## src/rtl/dram_pkg.sv

```systemverilog
// -----------------------------------------------------------------------------
// dram_pkg -- shared definitions for the DRAM read path.
//
// Holds the response-assembler FSM state type, the default DRAM geometry and
// the fixed positions of the offset/bank/row fields inside an L2 byte address.
// The positions are measured down from the address MSB, so they apply to any
// ADDR_WIDTH of at least 17 bits. dram_addr_translator splits an address with
// these constants and dram_addr_composer joins the fields back together.
// -----------------------------------------------------------------------------
package dram_pkg;

  typedef enum logic [1:0] {
    IDLE    = 2'd0,
    COLLECT = 2'd1,
    HOLD    = 2'd2
  } rsp_state_e;

  // Default geometry
  localparam int DEF_ADDR_WIDTH   = 20;
  localparam int DEF_NUM_OF_BANKS = 8;
  localparam int DEF_NUM_OF_ROWS  = 128;
  localparam int DEF_NUM_OF_COLS  = 8;
  localparam int DEF_DATA_WIDTH   = 8;

  // Address fields: width and distance of the field MSB below the address MSB
  localparam int OFFSET_FLD_W  = 7;
  localparam int OFFSET_FLD_HI = 0;
  localparam int BANK_FLD_W    = 3;
  localparam int BANK_FLD_HI   = 7;
  localparam int ROW_FLD_W     = 7;
  localparam int ROW_FLD_HI    = 10;

  // Field width for a count of n items; never narrower than one bit.
  function automatic int field_w(input int n);
    return (n > 1) ? $clog2(n) : 1;
  endfunction

endpackage

```

## src/rtl/dram_addr_composer.sv

```systemverilog
// -----------------------------------------------------------------------------
// dram_addr_composer -- rebuilds an L2 line base address from DRAM coordinates.
//
// This is the combinational inverse of the translator's field split: the
// offset, bank and row fields go to their fixed positions below the MSB. All
// bits below the row field (the column/byte part) are zero, so the result is
// the line base address.
//
// Ports:
//   bank   [BANK_W-1:0]     bank coordinate
//   row    [ROW_W-1:0]      row coordinate
//   offset [OFFSET_W-1:0]   offset coordinate
//   addr   [ADDR_WIDTH-1:0] composed line byte address
// -----------------------------------------------------------------------------
module dram_addr_composer
  import dram_pkg::*;
#(
  parameter int ADDR_WIDTH = DEF_ADDR_WIDTH,
  parameter int BANK_W     = 3,
  parameter int ROW_W      = 7,
  parameter int OFFSET_W   = 7
) (
  input  logic [BANK_W-1:0]     bank,
  input  logic [ROW_W-1:0]      row,
  input  logic [OFFSET_W-1:0]   offset,
  output logic [ADDR_WIDTH-1:0] addr
);

  // NOTE: every output of a combinational block gets a default first, so no
  // path through the block can leave it unassigned and infer a latch.
  always_comb begin
    addr = '0;
    addr[ADDR_WIDTH-1-OFFSET_FLD_HI -: OFFSET_FLD_W] = OFFSET_FLD_W'(offset);
    addr[ADDR_WIDTH-1-BANK_FLD_HI   -: BANK_FLD_W]   = BANK_FLD_W'(bank);
    addr[ADDR_WIDTH-1-ROW_FLD_HI    -: ROW_FLD_W]    = ROW_FLD_W'(row);
  end

endmodule

```

## src/rtl/dram_rsp_assembler.sv

```systemverilog
// -----------------------------------------------------------------------------
// dram_rsp_assembler -- collects NUM_OF_COLS DRAM read beats into one L2 line.
//
// The first beat of a line fixes its bank/row/offset. Beats are stored into a
// line buffer. When the last beat has been accepted the line is presented on
// the L2 response port and held there until l2_rsp_ready. beat_ready is low
// while a response is held, so each line costs one bubble cycle.
//
// Optional feature (define DRAM_RSP_ORDER_CHECK_EN):
//   beats are stored by arrival order, and l2_rsp_err flags a line whose
//   column ids are out of order or whose bank/row/offset change mid-line.
//   When the macro is undefined, beats are stored at beat_col_id and
//   l2_rsp_err is tied low.
//
// Ports:
//   clk, rst                     clock, asynchronous active-high reset
//   beat_valid / beat_ready      DRAM read-beat handshake
//   beat_bank_id/row_id/col_id   DRAM coordinates of the beat
//   beat_offset                  offset coordinate of the beat
//   beat_data   [DATA_WIDTH-1:0] beat payload
//   l2_rsp_valid / l2_rsp_ready  L2 response handshake
//   l2_rsp_address               line base byte address
//   l2_rsp_data                  line data, col k at [k*DATA_WIDTH +: DATA_WIDTH]
//   l2_rsp_err                   line integrity flag
// -----------------------------------------------------------------------------
module dram_rsp_assembler
  import dram_pkg::*;
#(
  parameter int ADDR_WIDTH   = DEF_ADDR_WIDTH,
  parameter int NUM_OF_BANKS = DEF_NUM_OF_BANKS,
  parameter int NUM_OF_ROWS  = DEF_NUM_OF_ROWS,
  parameter int NUM_OF_COLS  = DEF_NUM_OF_COLS,
  parameter int DATA_WIDTH   = DEF_DATA_WIDTH,
  localparam int BANK_W      = field_w(NUM_OF_BANKS),
  localparam int ROW_W       = field_w(NUM_OF_ROWS),
  localparam int COL_W       = field_w(NUM_OF_COLS),
  localparam int LINE_W      = DATA_WIDTH * NUM_OF_COLS
) (
  input  logic                  clk,
  input  logic                  rst,
  input  logic                  beat_valid,
  output logic                  beat_ready,
  input  logic [BANK_W-1:0]     beat_bank_id,
  input  logic [ROW_W-1:0]      beat_row_id,
  input  logic [COL_W-1:0]      beat_col_id,
  input  logic [ROW_W-1:0]      beat_offset,
  input  logic [DATA_WIDTH-1:0] beat_data,
  output logic                  l2_rsp_valid,
  input  logic                  l2_rsp_ready,
  output logic [ADDR_WIDTH-1:0] l2_rsp_address,
  output logic [LINE_W-1:0]     l2_rsp_data,
  output logic                  l2_rsp_err
);

  // One extra bit so the counter can represent NUM_OF_COLS itself
  localparam int CNT_W = $clog2(NUM_OF_COLS) + 1;

  rsp_state_e          state_q, state_d;
  logic [CNT_W-1:0]    count_q, count_d;
  logic [BANK_W-1:0]   line_bank_q;
  logic [ROW_W-1:0]    line_row_q;
  logic [ROW_W-1:0]    line_offset_q;
  logic [LINE_W-1:0]   line_data_q;
  logic [COL_W-1:0]    wr_idx;
  logic                beat_fire;
  logic                last_beat;

  assign beat_ready   = (state_q != HOLD);
  assign l2_rsp_valid = (state_q == HOLD);
  assign beat_fire    = beat_valid & beat_ready;
  assign last_beat    = (count_q == CNT_W'(NUM_OF_COLS - 1));

  // ---------------------------------------------------------------------------
  // FSM
  // ---------------------------------------------------------------------------
  // NOTE: sequential state uses non-blocking assignments so every flop samples
  // the pre-edge values, independent of the order the blocks are evaluated.
  always_ff @(posedge clk or posedge rst) begin
    if (rst) begin
      state_q <= IDLE;
      count_q <= '0;
    end else begin
      state_q <= state_d;
      count_q <= count_d;
    end
  end

  always_comb begin
    state_d = state_q;
    count_d = count_q;
    case (state_q)
      IDLE: begin
        if (beat_fire) begin
          count_d = CNT_W'(1);
          state_d = (NUM_OF_COLS == 1) ? HOLD : COLLECT;
        end
      end
      COLLECT: begin
        if (beat_fire) begin
          count_d = count_q + CNT_W'(1);
          if (last_beat) state_d = HOLD;
        end
      end
      HOLD: begin
        if (l2_rsp_ready) begin
          state_d = IDLE;
          count_d = '0;
        end
      end
      default: begin
        state_d = IDLE;
        count_d = '0;
      end
    endcase
  end

  // ---------------------------------------------------------------------------
  // Line buffer and captured coordinates
  // ---------------------------------------------------------------------------
`ifdef DRAM_RSP_ORDER_CHECK_EN
  // Beats land by arrival order; the column id is only checked, not trusted.
  assign wr_idx = COL_W'(count_q);
`else
  assign wr_idx = beat_col_id;
`endif

  // NOTE: the line buffer is reset even though it is plain storage, because
  // l2_rsp_data must read zero straight after reset.
  always_ff @(posedge clk or posedge rst) begin
    if (rst) begin
      line_data_q   <= '0;
      line_bank_q   <= '0;
      line_row_q    <= '0;
      line_offset_q <= '0;
    end else if (beat_fire) begin
      line_data_q[int'(wr_idx) * DATA_WIDTH +: DATA_WIDTH] <= beat_data;
      if (state_q == IDLE) begin
        line_bank_q   <= beat_bank_id;
        line_row_q    <= beat_row_id;
        line_offset_q <= beat_offset;
      end
    end
  end

  assign l2_rsp_data = line_data_q;

`ifdef DRAM_RSP_ORDER_CHECK_EN
  logic err_q;
  logic beat_mismatch;

  // The first beat only has its column checked; later beats must also repeat
  // the coordinates captured from the first one.
  assign beat_mismatch = (CNT_W'(beat_col_id) != count_q) ||
                         ((state_q != IDLE) &&
                          ((beat_bank_id != line_bank_q) ||
                           (beat_row_id  != line_row_q)  ||
                           (beat_offset  != line_offset_q)));

  always_ff @(posedge clk or posedge rst) begin
    if (rst) begin
      err_q <= 1'b0;
    end else if ((state_q == HOLD) && l2_rsp_ready) begin
      err_q <= 1'b0;
    end else if (beat_fire) begin
      err_q <= ((state_q == IDLE) ? 1'b0 : err_q) | beat_mismatch;
    end
  end

  assign l2_rsp_err = err_q;
`else
  assign l2_rsp_err = 1'b0;
`endif

  // ---------------------------------------------------------------------------
  // Address recomposition
  // ---------------------------------------------------------------------------
  dram_addr_composer #(
    .ADDR_WIDTH (ADDR_WIDTH),
    .BANK_W     (BANK_W),
    .ROW_W      (ROW_W),
    .OFFSET_W   (ROW_W)
  ) u_addr_composer (
    .bank   (line_bank_q),
    .row    (line_row_q),
    .offset (line_offset_q),
    .addr   (l2_rsp_address)
  );

endmodule

```

## config.mk

```make
export PLATFORM = sky130hd
export DESIGN_NAME = dram_rsp_assembler
export DESIGN_NICKNAME = d
export VERILOG_FILES = /design/src/rtl/dram_pkg.sv /design/src/rtl/dram_addr_composer.sv /design/src/rtl/dram_rsp_assembler.sv
export SDC_FILE = /design/constraint.sdc
export NUM_CORES = 1
export LEC_CHECK = 0
export ABC_AREA = 1
export CORE_ASPECT_RATIO = 0.5
export CORE_MARGIN = 4
export CORE_UTILIZATION = 48
export CTS_CLUSTER_SIZE = 14
export DETAILED_ROUTE_END_ITERATION = 16
export PLACE_DENSITY = 0.83
export SLEW_MARGIN = 20
export SYNTH_ARGS = -nofsm -noshare
export SYNTH_HDL_FRONTEND = slang
export SYNTH_HIERARCHICAL = 1
export SYNTH_SLANG_ARGS = --single-unit
```

## constraint.sdc

```tcl
create_clock -name clk -period 3.4 [get_ports clk]
set_input_delay 0.34 -clock clk [delete_from_list [all_inputs] [get_ports clk]]
set_output_delay 0.34 -clock clk [all_outputs]
set_load 0.01 [all_outputs]
```

Yosys cells after proc, flatten, opt, wreduce, memory -nomap -nowiden. Cells that the tools add are included.

Register bits: 87. Output and inout port bits: 87. Logic and storage cells: 33.

$add $sub $neg: 2. Equality and inequality tests: 8. Shift operators: 2. Multiplexer cells: 10. Bitwise operators: 1. Reduce and logical (&&, ||, !) cells: 4.

Operators with widths (number): $bwmux W64 (1); $shift A8 B33 Y64 const A (1); $shiftx A8 B33 Y64 (1); $neg A6 Y33 (1); $mux W4 (3); $pmux W4 S3 (1); $mux W2 (4); $ne A2 B2 Y1 const B (4); $pmux W2 S3 (1); $add A4 B1 Y4 const B (1); $eq A4 B3 Y1 const B (1); $reduce_and A4 Y1 (1); $reduce_and A3 Y1 (1); $eq A2 B1 Y1 const B (1); $eq A2 B2 Y1 const B (1); $logic_not A2 Y1 (1); $ne A2 B1 Y1 const B (1); $reduce_and A2 Y1 (1); $and A1 B1 Y1 (1).

Logic depth before layout (Yosys ltp).
Word-level depth: 4. Gate-level depth with buffers: 11. Depth with buffers taken out: 10.

Hierarchy. Netlist, hierarchy kept.

By module, submodules not included: dram_rsp_assembler (times used 1, cells each 505, area each 4129.0 µm², sequential area each 2177.1 µm²); dram_addr_composer (times used 1, cells each 21, area each 153.9 µm², sequential area each 0.0 µm²).

Worst setup path after synthesis. OpenSTA, ideal clock, no wires.

Path type: input port to flip-flop. Start point: in beat_col_id[0]. End point: reg line_data_q[48] (netlist: l2_rsp_data[48]). Setup time: 117 ps. Arrival: 1736 ps. Slack: 1548 ps. Stages on the path: 11. Buffers on the path: 2. Cell sequence: buf_6 > inv_2 > ha_1 > ha_1 > inv_1 > buf_2 > nand2_1 > nor2_8 > nand2_2 > nand2_1 > nand2_1.

Word-level cells in the longest chain between the ends: 3. Elaborated cells on any way between the ends: 4. Those cells by class: add/sub: 1; shift: 2; mux: 1.

Ends and longest elaborated chain: start: declaration (RTL line dram_rsp_assembler.sv:45) `input logic [COL_W-1:0] beat_col_id,`; $neg A6 Y33 * (RTL line dram_rsp_assembler.sv:136) `line_data_q[int'(wr_idx) * DATA_WIDTH +: DATA_WIDTH] <= beat_data;`; $shiftx A8 B33 Y64 / $shift A8 B33 Y64 (equally long branches) (RTL line dram_rsp_assembler.sv:136); $bwmux W64 * (RTL line dram_rsp_assembler.sv:136); end signal: indexed assignment (RTL line dram_rsp_assembler.sv:136); end: declaration (RTL line dram_rsp_assembler.sv:63) `logic [LINE_W-1:0] line_data_q;`.

Mark *: on every way between the ends. The rest lies on a longest branch, timed or not. A chain may end at the register's enable or synchronous reset.

Worst setup path after layout.
Start point: in beat_col_id[0]. End point: reg line_data_q[63] (netlist: l2_rsp_data[63]).

The elaborated chain is that of the path after synthesis.

==> out/metrics.cfg <==
[run_status]
outcome=completed

[clocking]
cts.htree.levels=3
ctsHoldBuffers=0
clock_tree_from_tritoncts=yes
tritoncts.num_buffers=9
clk-insertion-delay-late_ps=340
cts.clk_slew.worst_paths_ps=60
cts-root-buf=sky130_fd_sc_hd__clkbuf_16
post_cts.resized_instances=0
postCtsSetupRepairBufs=0
clock_path_buffers=2
cts_sinks=87

[routing]
detail_route_antenna_nets=0
postRouteWirelength_um=10560
drt_iter0_markers=223
wl_per_cell_um=14.27
drt-vias-per-instance=5.055
wl_met3_um=630
routed-wl-met2_um=5020
topRoutingLayerUsed=met4
met1Wirelength_um=4756
drt_drc_violations_left=0
drt-pass1-iter-count=4
num_vias=3741

[layout]
finish.net_count=654
fillCellCount=732
cell_area_after_layout_mm2=0.005649
final_util_pct=64.87
final_common_cell=sky130_fd_sc_hd__nand2_1
layout.cells.most_common_list=sky130_fd_sc_hd__nand2_1 (185), sky130_fd_sc_hd__clkdlybuf4s50_1 (114), sky130_fd_sc_hd__dfrtp_1 (87), sky130_fd_sc_hd__nand3_1 (68), sky130_fd_sc_hd__nor2_1 (47)
layout-drive-gt1-share_pct=8.347
syn_to_final_growth_pct=31.90
antennaDiodeCount=0
layoutNonFillerInstCount=740

[worst_setup_path]
worst-endpoint-arrival_ps=2720
path_max_fanout=13
critical_path.most_common_cell=sky130_fd_sc_hd__nand2_1
cp_slowest_cell=sky130_fd_sc_hd__clkdlybuf4s50_1
crit_required_ps=3680
cpPeakStageDelay_ps=620
critical_path.cell_chain=clkdlybuf4s50_1 > inv_2 > ha_1 > ha_1 > inv_1 > buf_4 > nand2_1 > nor2_4 > nand2_1 > nand2_1
worstSetupEndpointType=register
worstSetupPathType=in -> reg
start_kind=input pin

[timing]
report.final.hold_viol_count=0
slew-limit-headroom_pct=44.37
layout_worst_path_cycle_share_pct=72.00
fin_worst_hold_slack_ps=462.1
final-setup-viol-count=0
grt_setup_unrepaired=false
timing.final.crit_period_ps=2448
timing.fmax_mhz=408.5
worst_slew_pin_slew_ps=833.5
finalSetupTns_ps=0
clk_skew_ps=7.603
number_of_pins_exceeding_their_max_slew_limit_in_the_final_report=0

[floorplanning]
dieArea_mm2=0.01059
core_area_mm2=0.008708
die_w_um=141.6
rows=24
ios=119
initial_utilization_pct=49.18
die_h_um=74.80

[min_path]
timing.hold.worst.class=in -> async

[logic_synthesis]
ffs_latches_synth=87
postSynth.topFlopCell=sky130_fd_sc_hd__dfrtp_1
netlist.top_cell.by_area=sky130_fd_sc_hd__dfrtp_1
post_synth_and_or_nand_nor_area_fraction_pct=33.71
synth.yosys.seq_area_share_pct=50.83
main_combinational_cell_family_by_area_after_synthesis=simple AND/OR/NAND/NOR gates
synth_compound_area_share_pct=5.112
synthXorXnorAreaFrac_pct=0.2045
synth.distinct_cells=29
number_of_synthesized_flops_with_an_enable_pin=0
netlist.area_leader.share_pct=50.83
ys.warnings.count=6
gate_count_after_technology_mapping=526
mux_contribution_to_synthesized_area_pct=0
synth-async-reset-ratio_pct=100.0
ranking_of_synthesized_cells_by_area=sky130_fd_sc_hd__dfrtp_1 (51%), sky130_fd_sc_hd__nand2_1 (16%), sky130_fd_sc_hd__nand3_1 (7.9%)
netlist_area_mm2=0.004283
synthAdderAreaFrac_pct=1.169
syn_area_per_cell_um2=8.142

[power]
combinationalPowerShare_pct=29.1
share_clk_of_total_power_pct=29.6
power_density_mw_per_mm2=594.1
peakVddDrop_v=0.0003619
power.share.switching_pct=30.97
internal-power_w=0.002317
sequentialPowerShare_pct=41.3
netSwitchingPower_w=0.001039
power_leakage_nw=2.922

[placement]
detailed_place_hpwl_um=7621
place.port_buffers=114
placer_congestion_estimate=0.9111
place_inst=724
post_dp_cell_area_mm2=0.005345

[global_routing]
largest_net_degree_at_the_start_of_global_routing=52
grt_first_pass_wirelength_um=17390
grt_pass1_vias=3614
globalRoute.totalOverflow=0
global_router_s_overall_resource_usage_pct=20.56
grt_antenna_before_repair=0

[flow_run]
maxCapViolations=0

[cells in the mapped netlist (3+ instances only)]
master,n
sky130_fd_sc_hd__nand2_1,185
sky130_fd_sc_hd__dfrtp_1,87
sky130_fd_sc_hd__nand3_1,68
sky130_fd_sc_hd__nor2_1,47
sky130_fd_sc_hd__o21ai_0,35
sky130_fd_sc_hd__buf_4,23
sky130_fd_sc_hd__inv_1,21
sky130_fd_sc_hd__buf_2,9
sky130_fd_sc_hd__nand2_2,6
sky130_fd_sc_hd__nor2_4,5
sky130_fd_sc_hd__clkbuf_1,4
sky130_fd_sc_hd__ha_1,4
sky130_fd_sc_hd__nor2_2,4
sky130_fd_sc_hd__buf_1,3
sky130_fd_sc_hd__inv_2,3
sky130_fd_sc_hd__nand2_4,3
sky130_fd_sc_hd__o21ai_2,3
[power by group through the flow]
| stage | registers [W] | clock network (W) | logic, W |
|---|---|---|---|
| after global routing | 0.00141 | 0.00106 | 0.00108 |
| final | 0.00139 | 0.000994 | 0.000975 |
| after detailed placement | 0.00140 | 0 | 0.000983 |
| after floorplan | 0.00142 | 0 | 0.000583 |
| after global placement | 0.00139 | 0 | 0.000955 |
| after CTS | 0.00139 | 0.00101 | 0.000988 |
[path summary, 6_finish.rpt]
| check | startpoint | to | slack, ps | cells past startpoint |
|---|---|---|---|---|
| max in group asynchronous | rst | l2_rsp_data[47] | 2180 | 3 |
| min in group clk | line_offset_q[6] | line_offset_q[6] | 470 | 2 |
| worst max-delay path | beat_col_id[0] | l2_rsp_data[63] | 950 | 10 |
| worst min-delay path | rst | l2_rsp_data[63] | 460 | 2 |
| worst min register to register | line_offset_q[6] | line_offset_q[6] | 470 | 2 |
| worst max register to register | state_q[1] | line_bank_q[1] | 1590 | 4 |
[layer usage]
layer	vias up	global-route usage, %
li1	1834	-
met1	1776	27.36
met2	115	34.00
met3	16	5.520
met4	0	5.851
met5	-	0
[cell families after synthesis]
family / Yosys count
other cells: 2
compound gates: 41
xor+xnor: 1
flops: 87
buf+inv: 66
simple gates: 325
fa+ha+maj: 4
[final cells by class]
cell class / instances / area [um2] / share of cell area, %
flip-flops and latches: 87 / 2177 / 38.54
repair buffers: 121 / 1194 / 21.13
clock buffers: 9 / 225.2 / 3.987
inverters: 24 / 91.34 / 1.617
well taps: 117 / 146.4 / 2.591
clock inverters: 7 / 78.83 / 1.395
multi-input cells: 375 / 1737 / 30.74
[sequential cells by signal, indices dropped and copies added (netlist names)]
name / flops
l2_rsp_data: 64
count_q: 4
state_q: 2
line_row_q: 7
line_offset_q: 7
line_bank_q: 3
[critical path, delay by kind of cell]
family,cells,cell delay [ps]
fa+ha+maj,2,520
buf+inv,4,1270
simple gates,4,590
[metrics by stage]
| stage | total power [W] | worst slack [ps] |
|---|---|---|
| 3_5_place_dp | 0.002384 | 661.6 |
| 4_1_cts | 0.003389 | 991.9 |
| 2_1_floorplan | 0.002000 | 809.8 |
| 5_1_grt | 0.003557 | 805.3 |
| 3_3_place_gp | 0.002350 | 726.1 |
| 6_report | 0.003356 | 951.8 |
Power figures use the tool's default switching activity.
